===== src/rtl/nasti_stream_pkg.sv =====
// Shared definitions for the NASTI-stream arbiters.
//   arb_state_t : two-state arbitration FSM encoding (IDLE / BUSY)
//   rr_pick()   : round-robin winner search, reused by every stream arbiter.
//                 Supports up to RR_MAX_PORTS requesters.
package nasti_stream_pkg;

  typedef enum logic {
    IDLE = 1'b0,
    BUSY = 1'b1
  } arb_state_t;

  localparam int unsigned RR_MAX_PORTS = 32;
  localparam int unsigned RR_IDX_W     = 5;

  // Returns the first requesting index found when scanning upward from
  // (last + 1) mod n_port with wrap-around. With no request the previous
  // index is returned unchanged; callers only use the result when |req.
  function automatic logic [RR_IDX_W-1:0] rr_pick(
    input logic [RR_MAX_PORTS-1:0] req,
    input logic [RR_IDX_W-1:0]     last,
    input int unsigned             n_port
  );
    logic [RR_IDX_W-1:0] pick;
    logic                found;
    int unsigned         idx;
    pick  = last;
    found = 1'b0;
    for (int unsigned k = 1; k <= RR_MAX_PORTS; k++) begin
      idx = (32'(last) + k) % n_port;
      if (!found && (k <= n_port) && req[idx]) begin
        pick  = idx[RR_IDX_W-1:0];
        found = 1'b1;
      end
    end
    return pick;
  endfunction

endpackage


===== src/rtl/nasti_stream_skid.sv =====
// Generic two-register valid/ready buffer.
//   aclk, aresetn      : clock, asynchronous active-low reset
//   in_valid/in_ready  : upstream handshake, in_data payload
//   out_valid/out_ready: downstream handshake, out_data payload (from out_reg)
// in_ready depends only on skid_valid, and out_valid/out_data come straight
// from registers, so no combinational path crosses the buffer. A full
// out_reg that is not draining diverts one extra beat into skid_reg; the
// upstream is throttled only once skid_reg holds that beat.
module nasti_stream_skid
  import nasti_stream_pkg::*;
#(
  parameter int unsigned WIDTH = 8
) (
  input  logic             aclk,
  input  logic             aresetn,
  input  logic             in_valid,
  output logic             in_ready,
  input  logic [WIDTH-1:0] in_data,
  output logic             out_valid,
  input  logic             out_ready,
  output logic [WIDTH-1:0] out_data
);

  logic [WIDTH-1:0] out_reg;
  logic [WIDTH-1:0] skid_reg;
  logic             skid_valid;
  logic             in_fire;
  logic             out_free;

  assign in_ready = ~skid_valid;
  assign in_fire  = in_valid & ~skid_valid;
  // out_reg can take a new beat when empty or when it is being drained now.
  assign out_free = ~out_valid | out_ready;
  assign out_data = out_reg;

  // Output/skid register update: skid_reg always refills out_reg first so
  // beat order is preserved.
  always_ff @(posedge aclk or negedge aresetn) begin
    if (!aresetn) begin
      out_valid  <= 1'b0;
      skid_valid <= 1'b0;
      out_reg    <= '0;
      skid_reg   <= '0;
    end else if (out_free) begin
      if (skid_valid) begin
        out_reg    <= skid_reg;
        out_valid  <= 1'b1;
        skid_valid <= 1'b0;
      end else if (in_fire) begin
        out_reg    <= in_data;
        out_valid  <= 1'b1;
      end else begin
        out_valid  <= 1'b0;
      end
    end else if (in_fire) begin
      skid_reg   <= in_data;
      skid_valid <= 1'b1;
    end
  end

endmodule


===== src/rtl/nasti_stream_rr_arbiter.sv =====
// Packet-atomic round-robin N:1 arbiter for NASTI-stream.
//   aclk, aresetn        : clock, asynchronous active-low reset
//   master_t_*           : N_PORT input streams, flattened (port i occupies
//                          slice i of every bus); master_t_ready is returned
//   slave_t_*            : single arbitrated output stream, fully registered
// A grant is held on one source from its first beat until its t_last beat
// is accepted; the IDLE arbitration cycle between packets costs one bubble.
// N_PORT must lie in 1..RR_MAX_PORTS.
module nasti_stream_rr_arbiter
  import nasti_stream_pkg::*;
#(
  parameter int unsigned N_PORT     = 8,
  parameter int unsigned ID_WIDTH   = 1,
  parameter int unsigned DEST_WIDTH = 1,
  parameter int unsigned USER_WIDTH = 1,
  parameter int unsigned DATA_WIDTH = 64
) (
  input  logic                                aclk,
  input  logic                                aresetn,
  input  logic [N_PORT-1:0]                   master_t_valid,
  output logic [N_PORT-1:0]                   master_t_ready,
  input  logic [N_PORT*DATA_WIDTH-1:0]        master_t_data,
  input  logic [N_PORT*(DATA_WIDTH/8)-1:0]    master_t_strb,
  input  logic [N_PORT*(DATA_WIDTH/8)-1:0]    master_t_keep,
  input  logic [N_PORT-1:0]                   master_t_last,
  input  logic [N_PORT*ID_WIDTH-1:0]          master_t_id,
  input  logic [N_PORT*DEST_WIDTH-1:0]        master_t_dest,
  input  logic [N_PORT*USER_WIDTH-1:0]        master_t_user,
  output logic                                slave_t_valid,
  input  logic                                slave_t_ready,
  output logic [DATA_WIDTH-1:0]               slave_t_data,
  output logic [DATA_WIDTH/8-1:0]             slave_t_strb,
  output logic [DATA_WIDTH/8-1:0]             slave_t_keep,
  output logic                                slave_t_last,
  output logic [ID_WIDTH-1:0]                 slave_t_id,
  output logic [DEST_WIDTH-1:0]               slave_t_dest,
  output logic [USER_WIDTH-1:0]               slave_t_user
);

  localparam int unsigned GW     = (N_PORT > 1) ? $clog2(N_PORT) : 1;
  localparam int unsigned SW     = DATA_WIDTH / 8;
  localparam int unsigned PAY_W  = DATA_WIDTH + 2 * SW + 1 + ID_WIDTH + DEST_WIDTH + USER_WIDTH;

  arb_state_t        state;
  logic [GW-1:0]     grant;
  logic [GW-1:0]     last_grant;
  logic [GW-1:0]     winner;

  logic              sel_valid;
  logic              sel_last;
  logic [PAY_W-1:0]  sel_payload;
  logic              skid_in_ready;
  logic              accept;
  logic [PAY_W-1:0]  out_payload;

  assign winner = GW'(rr_pick(RR_MAX_PORTS'(master_t_valid), RR_IDX_W'(last_grant), N_PORT));

  // Only the granted port is offered to the skid stage, and only in BUSY.
  assign sel_valid = (state == BUSY) & master_t_valid[grant];
  assign sel_last  = master_t_last[grant];
  assign accept    = sel_valid & skid_in_ready;

  // All seven payload fields of the granted port travel as one word.
  assign sel_payload = {
    master_t_data[int'(grant)*DATA_WIDTH +: DATA_WIDTH],
    master_t_strb[int'(grant)*SW +: SW],
    master_t_keep[int'(grant)*SW +: SW],
    sel_last,
    master_t_id[int'(grant)*ID_WIDTH +: ID_WIDTH],
    master_t_dest[int'(grant)*DEST_WIDTH +: DEST_WIDTH],
    master_t_user[int'(grant)*USER_WIDTH +: USER_WIDTH]
  };

  // Ready fan-out: only the granted port sees ready, gated by skid space.
  always_comb begin
    master_t_ready = '0;
    if (state == BUSY) begin
      master_t_ready[grant] = skid_in_ready;
    end else begin
      master_t_ready = '0;
    end
  end

  // Arbitration FSM. Leaving BUSY does not wait for the skid stage to
  // empty; buffered beats keep draining while the next packet is arbitrated.
  always_ff @(posedge aclk or negedge aresetn) begin
    if (!aresetn) begin
      state      <= IDLE;
      grant      <= '0;
      last_grant <= GW'(N_PORT - 1);
    end else begin
      case (state)
        IDLE: begin
          if (|master_t_valid) begin
            grant <= winner;
            state <= BUSY;
          end
        end
        BUSY: begin
          if (accept && sel_last) begin
            last_grant <= grant;
            state      <= IDLE;
          end
        end
        default: begin
          state <= IDLE;
        end
      endcase
    end
  end

  nasti_stream_skid #(
    .WIDTH (PAY_W)
  ) u_skid (
    .aclk      (aclk),
    .aresetn   (aresetn),
    .in_valid  (sel_valid),
    .in_ready  (skid_in_ready),
    .in_data   (sel_payload),
    .out_valid (slave_t_valid),
    .out_ready (slave_t_ready),
    .out_data  (out_payload)
  );

  assign {slave_t_data, slave_t_strb, slave_t_keep, slave_t_last,
          slave_t_id, slave_t_dest, slave_t_user} = out_payload;

endmodule


===== config.mk =====
export PLATFORM = sky130hd
export DESIGN_NAME = nasti_stream_rr_arbiter
export DESIGN_NICKNAME = d
export VERILOG_FILES = /design/src/rtl/nasti_stream_pkg.sv /design/src/rtl/nasti_stream_skid.sv /design/src/rtl/nasti_stream_rr_arbiter.sv
export SDC_FILE = /design/constraint.sdc
export NUM_CORES = 1
export LEC_CHECK = 0
export ABC_CLOCK_PERIOD_IN_PS = 8400
export BUFFER_PORTS_ARGS = -buffer_cell sky130_fd_sc_hd__buf_2
export CAP_MARGIN = 20
export CORE_AREA = 5 5 300 302
export CTS_CLUSTER_SIZE = 25
export DETAILED_ROUTE_END_ITERATION = 12
export DIE_AREA = 0 0 305 307
export MAX_ROUTING_LAYER = met4
export PLACE_DENSITY_LB_ADDON = 0.1
export SLEW_MARGIN = 15
export SYNTH_ARGS = -nofsm -noshare
export SYNTH_HDL_FRONTEND = slang
export SYNTH_HIERARCHICAL = 1
export SYNTH_SLANG_ARGS = --single-unit

===== constraint.sdc =====
create_clock -name aclk -period 8.4 [get_ports aclk]
set_input_delay 1.26 -clock aclk [delete_from_list [all_inputs] [get_ports aclk]]
set_output_delay 1.26 -clock aclk [all_outputs]
set_load 0.05 [all_outputs]

==> results.sh, run 1 <==
export IMPL_layout_drive_gt1_share_pct=57.4
export IMPL_wl_per_cell_um=26.2
export IMPL_grt_pass1_wl_mm=116
export IMPL_maximum_number_of_buffers_from_clock_root_to_sink=2
export IMPL_die_area_um2=93600
export IMPL_timing_final_setup_violations=0
export IMPL_first_global_vias=15400
export IMPL_filler_cell_count=9630
export IMPL_outcome="complete, no violations"
export IMPL_power_frac_seq_pct=19.6
export IMPL_synthesis_yosys_warnings=6
export IMPL_critPathCaptureType="register"
export IMPL_cts_num_sinks=177
export IMPL_worst_path_max_fanout=49
export IMPL_rsz0062_at_grt="no"
export IMPL_clock_root_buffer="clkbuf_16"
export IMPL_hold_buffers=0
export IMPL_first_pass_iters=5
export IMPL_worstHoldEndpoint="u_skid/skid_reg[29]"
export IMPL_detailedPlacementHpwl_mm=66.5
export IMPL_leakagePower_nw=8.95
export IMPL_worst_slew_margin_rel_pct=34.6
export IMPL_seq_area_frac_synth_pct=31.6
export IMPL_final_setup_skew_ps=8.67
export IMPL_post_synthesis_cells=1321
export IMPL_worstRegToRegCells=8
export IMPL_cellInternalPower_mw=4.23
export IMPL_placement_rows=109
export IMPL_finalMaxSlewViolations=0
export IMPL_cts_buffers=17
export IMPL_final_net_count=2697
export IMPL_switching_share_pct=52.0
export IMPL_power_density_cell_area_nw_per_um2=450
export IMPL_detail_route_iter0_violations=781
export IMPL_cp_required_ps=8770
export IMPL_grt_start_max_net_pins=101
export IMPL_r2r_end="u_skid/out_data[0]"
export IMPL_yosys_top_cells_area="dfrtp_1, mux2_2, mux2_1, mux2i_1, a221oi_1"
export IMPL_io_pin_count=776
export IMPL_overflow=0
export IMPL_area_delta_synth_final_pct=39.6
export IMPL_vdd_ir_drop_worst_mv=0.161
export IMPL_totalNegativeSetupSlack_ps=0
export IMPL_synth_top_cell_by_area="dfrtp_1"
export IMPL_total_area_of_multi_input_combinational_cells_um2=8920
export IMPL_initial_utilization_pct=16.0
export IMPL_crit_path_start_kind="register"
export IMPL_synth_edf_count=0
export IMPL_hold_class="register to register"
export IMPL_clkPwrFrac_pct=9.8
export IMPL_avgViaCountPerCell=4.45
export IMPL_reg2reg_slack_ps=3450
export IMPL_number_of_antenna_violations_at_the_first_check_in_global_routing=6
export IMPL_pwr_share_comb_pct=70.6
export IMPL_cts_setup_buffers=0
export IMPL_postSynthNetCount=2006
export IMPL_timing_worst_setup_path_type="register to register"
export IMPL_clk_insertion_delay_late_ps=480
export IMPL_synth_commonest_cells="mux2_2, dfrtp_1, mux2_1"
export IMPL_drt_total_wl_mm=83.6
export IMPL_r2r_start="grant[1]"
export IMPL_final_seq_area_um2=4450
export IMPL_hold_startpoint="u_skid/skid_reg[29]"
export IMPL_maxClockFrequency_mhz=202
export IMPL_area_share_of_the_largest_cell_type_after_synthesis_pct=31.1
export IMPL_synth_ff_latch_count=177
export IMPL_synth_async_sr_flop_share_pct=100
export IMPL_grt_use_total_pct=17.6
export IMPL_period_needed_ps=4950
export IMPL_ys_flop_type="dfrtp_1"
export IMPL_worst_pin_slew_ps=981
export IMPL_synth_area_um2=14000
export IMPL_postRouteAntennaNets=0
export IMPL_port_buffers=775
export IMPL_period_share_pct=58.9
export IMPL_tritoncts_clock_tree="yes"
export IMPL_yosys_cell_types_count=53
export IMPL_min_path_cells=1
export IMPL_maxCapViolCount=0
export IMPL_netSwitchingPower_mw=4.57
export IMPL_avgSynthCellArea_um2=10.6
export IMPL_finalHoldViolCount=0
export IMPL_cts_resized_gates=0
export IMPL_dr_total_vias=14200
export IMPL_worst_ep_arrival_time_ps=5310
export IMPL_place_congestion=0.892
export IMPL_floorplan_die_height_um=307
export IMPL_clkSlewWorstSetupHoldPaths_ps=70
export IMPL_drc_errors_left=0
export IMPL_final_core_util_pct=22.4
export IMPL_cts_htree_levels=4
export IMPL_synth_most_common_cell="mux2_2"
export IMPL_die_outline_width_um=305
export IMPL_core_region_area_um2=87400
## through the flow
| step | power [mW] | instance area (µm²) | hold slack [ps] | std cells | worst slack, ps |
|---|---|---|---|---|---|
| final | 8.80 | 19600 | 483 | 3192 | 3450 |
| after detailed placement | 8.10 | 19000 | 468 | 3158 | 3260 |
| after CTS | 9.02 | 19600 | 484 | 3190 | 3260 |
| after global routing | 9.42 | 19600 | 496 | 3190 | 3120 |
| after global placement | 8.05 | 18900 | 463 | 3156 | 3340 |
| after floorplan | 6.01 | 14000 | 452 | 1321 | 4190 |
## worst max-delay path by stage
| stage | slack (ps) | from | end |
|---|---|---|---|
| 3_5_place_dp | 3260 | grant[1] | u_skid/skid_reg[20] |
| 3_3_place_gp | 3340 | grant[1] | u_skid/skid_reg[83] |
| 4_1_cts | 3260 | grant[1] | u_skid/skid_reg[20] |
| 2_1_floorplan | 4190 | grant[2] | master_t_ready[6] |
| 6_report | 3450 | grant[1] | u_skid/out_data[0] |
| 5_1_grt | 3120 | grant[1] | u_skid/skid_reg[17] |
## power by group through the flow
stage | sequential [mW] | clock, mW | combinational, mW
floorplan | 2.22 | 0 | 3.79
global placement | 1.74 | 0 | 6.31
detailed placement | 1.75 | 0 | 6.35
CTS | 1.74 | 0.917 | 6.37
global route | 1.79 | 0.936 | 6.69
finish | 1.72 | 0.866 | 6.21
## metal layers
metal  share of wire [%]  routed length, µm  track usage (%)
met1                  43              35900             22.0
met2                  51              42400             30.0
met3                 4.7               3950             2.90
met4                 1.5               1300             3.80
met5                   0                  0                -
## cell families after synthesis
logic type | count (synthesis) | share of synthesized area (%)
AO/OA/AOI/OAI | 344 | 17.4
XOR/XNOR | 5 | 0.312
adder cells (fa/ha/maj) | 2 | 0.178
buffers and inverters | 138 | 5.18
flip-flops | 177 | 31.6
multiplexers | 480 | 39.9
AND/OR/NAND/NOR | 175 | 5.48
## worst max-delay path: stages (launching register included)
cell,delay (ps)
dfrtp_4,810
inv_2,560
nor2_4,910
a22oi_1,140
o22ai_1,180
and2_1,240
o21a_4,760
buf_4,690
mux2_2,400
## cells in the final DEF (no fill, tap or decap), types with 17 or more instances in the layout
cell type / count
buf_2: 774
mux2_2: 258
dfrtp_1: 170
mux2_1: 90
mux2i_1: 85
a221oi_1: 78
nor2_1: 70
a21oi_1: 69
nand2_1: 62
a22oi_1: 55
o21ai_0: 44
o22ai_1: 40
mux2_4: 33
o221ai_1: 31
buf_4: 26
clkbuf_16: 17
## area by class of cell
cell class | instances | share of cell area [%]
clock buffers | 17 | 2.17
clock inverters | 15 | 0.921
well taps | 1165 | 7.45
inverters | 8 | 0.160
multi-input cells | 1006 | 45.6
diodes | 2 | 0.0256
repair buffers | 802 | 20.9
flip-flops and latches | 177 | 22.7
(Power assumes the default switching activity.)
==> run 2: changes to the inputs <==
--- a/config.mk
+++ b/config.mk
@@ -5,7 +5,7 @@
 export SDC_FILE = /design/constraint.sdc
 export NUM_CORES = 1
 export LEC_CHECK = 0
-export ABC_CLOCK_PERIOD_IN_PS = 8400
+export ABC_CLOCK_PERIOD_IN_PS = 3970
 export BUFFER_PORTS_ARGS = -buffer_cell sky130_fd_sc_hd__buf_2
 export CAP_MARGIN = 20
 export CORE_AREA = 5 5 300 302
==> constraint.sdc (replaced) <==
create_clock -name aclk -period 3.97 [get_ports aclk]
set_input_delay 0.5955 -clock aclk [delete_from_list [all_inputs] [get_ports aclk]]
set_output_delay 0.5955 -clock aclk [all_outputs]
set_load 0.05 [all_outputs]
==> results.sh, run 2 (same netlist as run 1, synthesis figures left out) <==
export IMPL_reg2reg_slack_ps=760
export IMPL_cts_num_sinks=177
export IMPL_overflow=0
export IMPL_final_setup_skew_ps=19.4
export IMPL_clkSlewWorstSetupHoldPaths_ps=80
export IMPL_cts_resized_gates=0
export IMPL_cts_buffers=17
export IMPL_cts_setup_buffers=0
export IMPL_critPathCaptureType="register"
export IMPL_clk_insertion_delay_late_ps=500
export IMPL_rsz0062_at_grt="no"
export IMPL_grt_pass1_wl_mm=117
export IMPL_die_outline_width_um=305
export IMPL_totalNegativeSetupSlack_ps=0
export IMPL_final_net_count=2706
export IMPL_outcome="complete, no violations"
export IMPL_io_pin_count=776
export IMPL_most_frequent_cells_in_the_layout="buf_2, mux2_2, dfrtp_1"
export IMPL_initial_utilization_pct=16.0
export IMPL_first_global_vias=15200
export IMPL_finalMaxSlewViolations=0
export IMPL_crit_chain="inv_1, ha_1, mux2_2, o32a_4, nor2_8, nand2_2, a211o_1, a31oi_1"
export IMPL_maximum_number_of_buffers_from_clock_root_to_sink=2
export IMPL_timing_worst_setup_path_type="register to register"
export IMPL_maxClockFrequency_mhz=312
export IMPL_vdd_ir_drop_worst_mv=0.414
export IMPL_placement_rows=109
export IMPL_avgViaCountPerCell=4.42
export IMPL_core_region_area_um2=87400
export IMPL_leakagePower_nw=9.00
export IMPL_crit_slowest_cell="dfstp_2"
export IMPL_r2r_end="grant[2]"
export IMPL_maxCapViolCount=0
export IMPL_die_area_um2=93600
export IMPL_grt_use_total_pct=17.9
export IMPL_clock_root_buffer="clkbuf_16"
export IMPL_grt_start_max_net_pins=84
export IMPL_critPathMaxStageDelay_ps=680
export IMPL_drt_total_wl_mm=85.3
export IMPL_place_congestion=0.907
export IMPL_finalHoldViolCount=0
export IMPL_drc_errors_left=0
export IMPL_first_pass_iters=5
export IMPL_period_share_pct=80.8
export IMPL_power_mw=18.8
export IMPL_hold_buffers=0
export IMPL_timing_final_setup_violations=0
export IMPL_floorplan_die_height_um=307
export IMPL_r2r_start="last_grant[1]"
export IMPL_filler_cell_count=9580
export IMPL_period_needed_ps=3210
export IMPL_tritoncts_clock_tree="yes"
export IMPL_postRouteAntennaNets=0
export IMPL_worst_path_max_fanout=11
export IMPL_dr_total_vias=14200
export IMPL_cp_required_ps=4330
export IMPL_worst_slew_margin_rel_pct=41.0
export IMPL_area_delta_synth_final_pct=40.7
export IMPL_port_buffers=775
export IMPL_layout_drive_gt1_share_pct=57.5
export IMPL_hold_class="input port to async pin"
export IMPL_worst_ep_arrival_time_ps=3560
export IMPL_crit_path_start_kind="register"
export IMPL_power_density_cell_area_nw_per_um2=951
export IMPL_wl_per_cell_um=26.6
export IMPL_detail_route_iter0_violations=831
export IMPL_number_of_antenna_violations_at_the_first_check_in_global_routing=16
export IMPL_detailedPlacementHpwl_mm=67.7
export IMPL_layout_commonest_cell="buf_2"
export IMPL_cts_htree_levels=4
export IMPL_worstRegToRegCells=8
export IMPL_worst_pin_slew_ps=885
==> run 2: critical path: cells and delay by family, from the launching register on <==
kind	cells	cell delay, ps
fa+ha+maj	1	570
flops	1	680
buf+inv	1	120
simple gates	2	220
compound gates	3	1050
mux	1	420
==> run 2: through the flow <==
stage | std cells | hold WS [ps] | area (µm²) | utilization, % | worst slack (ps)
6_report | 3211 | 55.1 | 19700 | 22.6 | 764
5_1_grt | 3209 | 67.8 | 19700 | 22.6 | 520
4_1_cts | 3199 | 63.5 | 19700 | 22.5 | 674
3_5_place_dp | 3167 | 469 | 19100 | 21.9 | 680
3_3_place_gp | 3167 | 461 | 19100 | 21.9 | 717
2_1_floorplan | 1321 | 300 | 14000 | - | 423
==> run 2: where the power goes <==
group / internal [mW] / switching, mW / total (mW)
Clock: 0.874 / 0.853 / 1.73
Sequential: 2.80 / 0.716 / 3.52
Combinational: 5.31 / 8.21 / 13.5
Total: 8.99 / 9.78 / 18.8
==> run 2: area by class of cell <==
cell class | count | area (µm²) | share of cell area, %
inverters | 8 | 31.3 | 0.159
flip-flops and latches | 177 | 4450 | 22.6
diodes | 12 | 30.0 | 0.152
clock buffers | 19 | 433 | 2.20
multi-input cells | 1006 | 8920 | 45.3
repair buffers | 811 | 4270 | 21.7
well taps | 1165 | 1460 | 7.39
clock inverters | 13 | 125 | 0.634
==> run 2: worst max-delay path by stage <==
stage / start / endpoint / slack (ps) / cells past startpoint
after CTS: grant[2] / u_skid/out_data[77] / 670 / 8
after global routing: grant[2] / u_skid/out_data[4] / 520 / 8
after detailed placement: grant[2] / u_skid/out_data[77] / 680 / 8
final: last_grant[1] / grant[2] / 760 / 8
after global placement: grant[2] / u_skid/out_data[50] / 720 / 8
after floorplan: grant[2] / master_t_ready[6] / 420 / 7
==> run 2: layer usage <==
metal	global-route usage [%]	wire, µm	vias to the layer above
met5	-	0	-
met4	4.39	1580	0
li1	-	-	6536
met3	4.05	3990	56
met1	21.7	36700	7135
met2	30.3	43000	468
==> run 3: changes to the inputs <==
--- a/config.mk
+++ b/config.mk
@@ -5,13 +5,14 @@
 export SDC_FILE = /design/constraint.sdc
 export NUM_CORES = 1
 export LEC_CHECK = 0
-export ABC_CLOCK_PERIOD_IN_PS = 3970
+export ABC_AREA = 1
+export ABC_CLOCK_PERIOD_IN_PS = 3000
 export BUFFER_PORTS_ARGS = -buffer_cell sky130_fd_sc_hd__buf_2
 export CAP_MARGIN = 20
-export CORE_AREA = 5 5 300 302
+export CORE_AREA = 5 5 301 303
 export CTS_CLUSTER_SIZE = 25
 export DETAILED_ROUTE_END_ITERATION = 12
-export DIE_AREA = 0 0 305 307
+export DIE_AREA = 0 0 306 308
 export MAX_ROUTING_LAYER = met4
 export PLACE_DENSITY_LB_ADDON = 0.1
 export SLEW_MARGIN = 15
==> constraint.sdc (replaced) <==
create_clock -name aclk -period 3 [get_ports aclk]
set_input_delay 0.45 -clock aclk [delete_from_list [all_inputs] [get_ports aclk]]
set_output_delay 0.45 -clock aclk [all_outputs]
set_load 0.05 [all_outputs]
==> results.sh, run 3 <==
export IMPL_final_net_count=3535
export IMPL_synth_area_um2=13400
export IMPL_synth_ff_latch_count=177
export IMPL_cts_buffers=17
export IMPL_yosys_top_cells_area="dfrtp_1, nand2_1, o21ai_0, nor2_1, nand3_1"
export IMPL_tritoncts_clock_tree="yes"
export IMPL_floorplan_die_height_um=308
export IMPL_pwr_share_comb_pct=71.9
export IMPL_post_synthesis_cells=2159
export IMPL_synth_async_sr_flop_share_pct=100
export IMPL_io_pin_count=776
export IMPL_netSwitchingPower_mw=14.0
export IMPL_seq_area_frac_synth_pct=33.0
export IMPL_cellInternalPower_mw=9.08
export IMPL_vdd_ir_drop_worst_mv=0.733
export IMPL_first_pass_iters=5
export IMPL_period_share_pct=91.6
export IMPL_die_area_um2=94200
export IMPL_cp_required_ps=3420
export IMPL_r2r_start="grant[0]"
export IMPL_rsz0062_at_grt="no"
export IMPL_finalHoldViolCount=0
export IMPL_period_needed_ps=2750
export IMPL_maxClockFrequency_mhz=364
export IMPL_detailedPlacementHpwl_mm=73.2
export IMPL_synth_edf_count=0
export IMPL_detail_route_iter0_violations=1217
export IMPL_filler_cell_count=10100
export IMPL_crit_chain="inv_8, buf_4, nor2_1, o21ai_0, buf_4, a21oi_1, o221ai_1, nand2_1, nand2_1, nand2_1, nand2_1"
export IMPL_drt_total_wl_mm=93.6
export IMPL_port_buffers=775
export IMPL_postRouteAntennaNets=0
export IMPL_layout_drive_gt1_share_pct=31.9
export IMPL_die_outline_width_um=306
export IMPL_overflow=0
export IMPL_r2r_end="u_skid/out_data[14]"
export IMPL_place_congestion=0.955
export IMPL_leakagePower_nw=10.0
export IMPL_area_delta_synth_final_pct=42.8
export IMPL_total_area_of_multi_input_combinational_cells_um2=8000
export IMPL_worst_path_max_fanout=28
export IMPL_synthesis_yosys_warnings=6
export IMPL_first_global_vias=18600
export IMPL_layout_commonest_cell="nand2_1"
export IMPL_timing_final_setup_violations=0
export IMPL_power_density_cell_area_nw_per_um2=1200
export IMPL_cts_num_sinks=177
export IMPL_drc_errors_left=0
export IMPL_postSynthNetCount=2844
export IMPL_grt_use_total_pct=19.5
export IMPL_timing_worst_setup_path_type="register to register"
export IMPL_finalMaxSlewViolations=0
export IMPL_initial_utilization_pct=15.3
export IMPL_clkPwrFrac_pct=9.9
export IMPL_maxCapViolCount=0
export IMPL_final_setup_skew_ps=12.2
export IMPL_avgSynthCellArea_um2=6.22
export IMPL_worstHoldEndpoint="u_skid/skid_valid"
export IMPL_clkSlewWorstSetupHoldPaths_ps=80
export IMPL_synth_commonest_cells="nand2_1, o21ai_0, nor2_1"
export IMPL_most_frequent_cells_in_the_layout="nand2_1, buf_2, o21ai_0"
export IMPL_number_of_antenna_violations_at_the_first_check_in_global_routing=14
export IMPL_layout_setup_ws_ps=251
export IMPL_synth_most_common_cell="nand2_1"
export IMPL_ys_flop_type="dfrtp_1"
export IMPL_worst_pin_slew_ps=763
export IMPL_power_frac_seq_pct=18.3
export IMPL_critPathMaxStageDelay_ps=610
export IMPL_yosys_cell_types_count=35
export IMPL_placement_rows=109
export IMPL_cts_htree_levels=4
export IMPL_clock_root_buffer="clkbuf_16"
export IMPL_hold_startpoint="slave_t_ready"
export IMPL_clk_insertion_delay_late_ps=480
export IMPL_final_seq_area_um2=4440
export IMPL_crit_family="compound AO/OA/AOI/OAI gates"
export IMPL_maximum_number_of_buffers_from_clock_root_to_sink=2
export IMPL_cts_resized_gates=0
export IMPL_grt_pass1_wl_mm=132
export IMPL_hold_class="input port to register"
export IMPL_path_common_cell="nand2_1"
export IMPL_synth_top_cell_by_area="dfrtp_1"
export IMPL_worstRegToRegCells=11
export IMPL_detailedPlace_worstSlack_ps=208
export IMPL_min_path_cells=4
export IMPL_avgViaCountPerCell=4.41
export IMPL_critPathCaptureType="register"
export IMPL_core_region_area_um2=87700
export IMPL_area_share_of_the_largest_cell_type_after_synthesis_pct=32.4
export IMPL_crit_path_start_kind="register"
export IMPL_worst_slew_margin_rel_pct=49.1
export IMPL_wl_per_cell_um=23.2
export IMPL_reg2reg_slack_ps=250
export IMPL_crit_slowest_cell="o21ai_0"
export IMPL_outcome="complete, no violations"
export IMPL_timing_critical_path_buf_inv=3
export IMPL_grt_start_max_net_pins=96
export IMPL_switching_share_pct=60.7
export IMPL_totalNegativeSetupSlack_ps=0
export IMPL_worst_ep_arrival_time_ps=3170
export IMPL_dr_total_vias=17800
export IMPL_cts_setup_buffers=0
run 3: cell types whose count changed in the layout (fill, tap and decap cells not counted), sizes merged, moves of 36 or more:
cell    change
a221oi     -78
nand2     +776
nand3     +115
inv        +36
mux2      -381
a22oi      -55
nor2      +205
mux2i      -85
o21ai     +270
run 3: worst reg2reg max path: stages (launching register included):
cell      delay, ps
dfrtp_4         580
inv_8           200
buf_4           380
nor2_1          110
o21ai_0         610
buf_4           280
a21oi_1          50
o221ai_1        190
nand2_1         110
nand2_1          70
nand2_1          50
nand2_1          70
run 3: worst max-delay path by stage:
stage / startpoint / to / slack (ps) / depth (start not counted)
6_report: grant[0] / u_skid/out_data[14] / 250 / 11
3_3_place_gp: grant[0] / u_skid/out_data[14] / 190 / 11
4_1_cts: grant[1] / last_grant[1] / 180 / 10
3_5_place_dp: grant[1] / state / 210 / 11
2_1_floorplan: u_skid/skid_valid / master_t_ready[0] / 630 / 5
5_1_grt: last_grant[0] / grant[1] / 60 / 16
run 3: cell families after synthesis:
kind of cell	Yosys count	synth area share [%]
xor gates and xnor gates	2	0.326
AOI/OAI and AO/OA	521	22.1
and+or+nand+nor	1250	36.6
buffers and inverters	207	7.79
DFF	177	33.0
adders and majority gates	2	0.186
run 3: metrics by stage:
stage	std cells	hold WS, ps	cell area (µm²)	utilization (%)	power [mW]
2_1_floorplan	2159	154	13400	-	14.7
3_3_place_gp	3995	454	18600	21.2	21.4
3_5_place_dp	3995	458	18600	21.2	21.3
4_1_cts	4028	306	19200	21.9	23.8
5_1_grt	4036	346	19200	21.9	25.3
6_report	4036	365	19200	21.9	23.1
run 3: cell type report:
cell class | instances | share of cell area [%]
flip-flops and latches | 177 | 23.1
multi-input cells | 1775 | 41.7
inverters | 39 | 0.854
repair buffers | 840 | 23.7
clock buffers | 17 | 2.22
well taps | 1165 | 7.60
diodes | 8 | 0.104
clock inverters | 15 | 0.737
run 3: power by group through the flow:
| stage | combinational [mW] | sequential, mW | clock [mW] |
|---|---|---|---|
| 5_1_grt | 18.4 | 4.37 | 2.49 |
| 2_1_floorplan | 8.91 | 5.84 | 0 |
| 3_3_place_gp | 17.1 | 4.28 | 0 |
| 4_1_cts | 17.1 | 4.25 | 2.42 |
| 6_report | 16.6 | 4.22 | 2.28 |
| 3_5_place_dp | 17.1 | 4.28 | 0 |
run 3: layer usage:
layer | up-vias | track usage (%) | wire [µm] | part of all wire, %
met5 | - | - | 0 | 0
met4 | 0 | 4.10 | 1550 | 1.7
met3 | 64 | 4.06 | 5550 | 5.9
met2 | 737 | 33.6 | 46700 | 50
met1 | 8428 | 23.7 | 39800 | 43
li1 | 8555 | - | - | -
run 3: repair_timing:
item / CTS / global route
hold buffers: 1 / 0
hold endpoints to repair: 52 / 0
endpoints found under the setup margin: 0 / 0
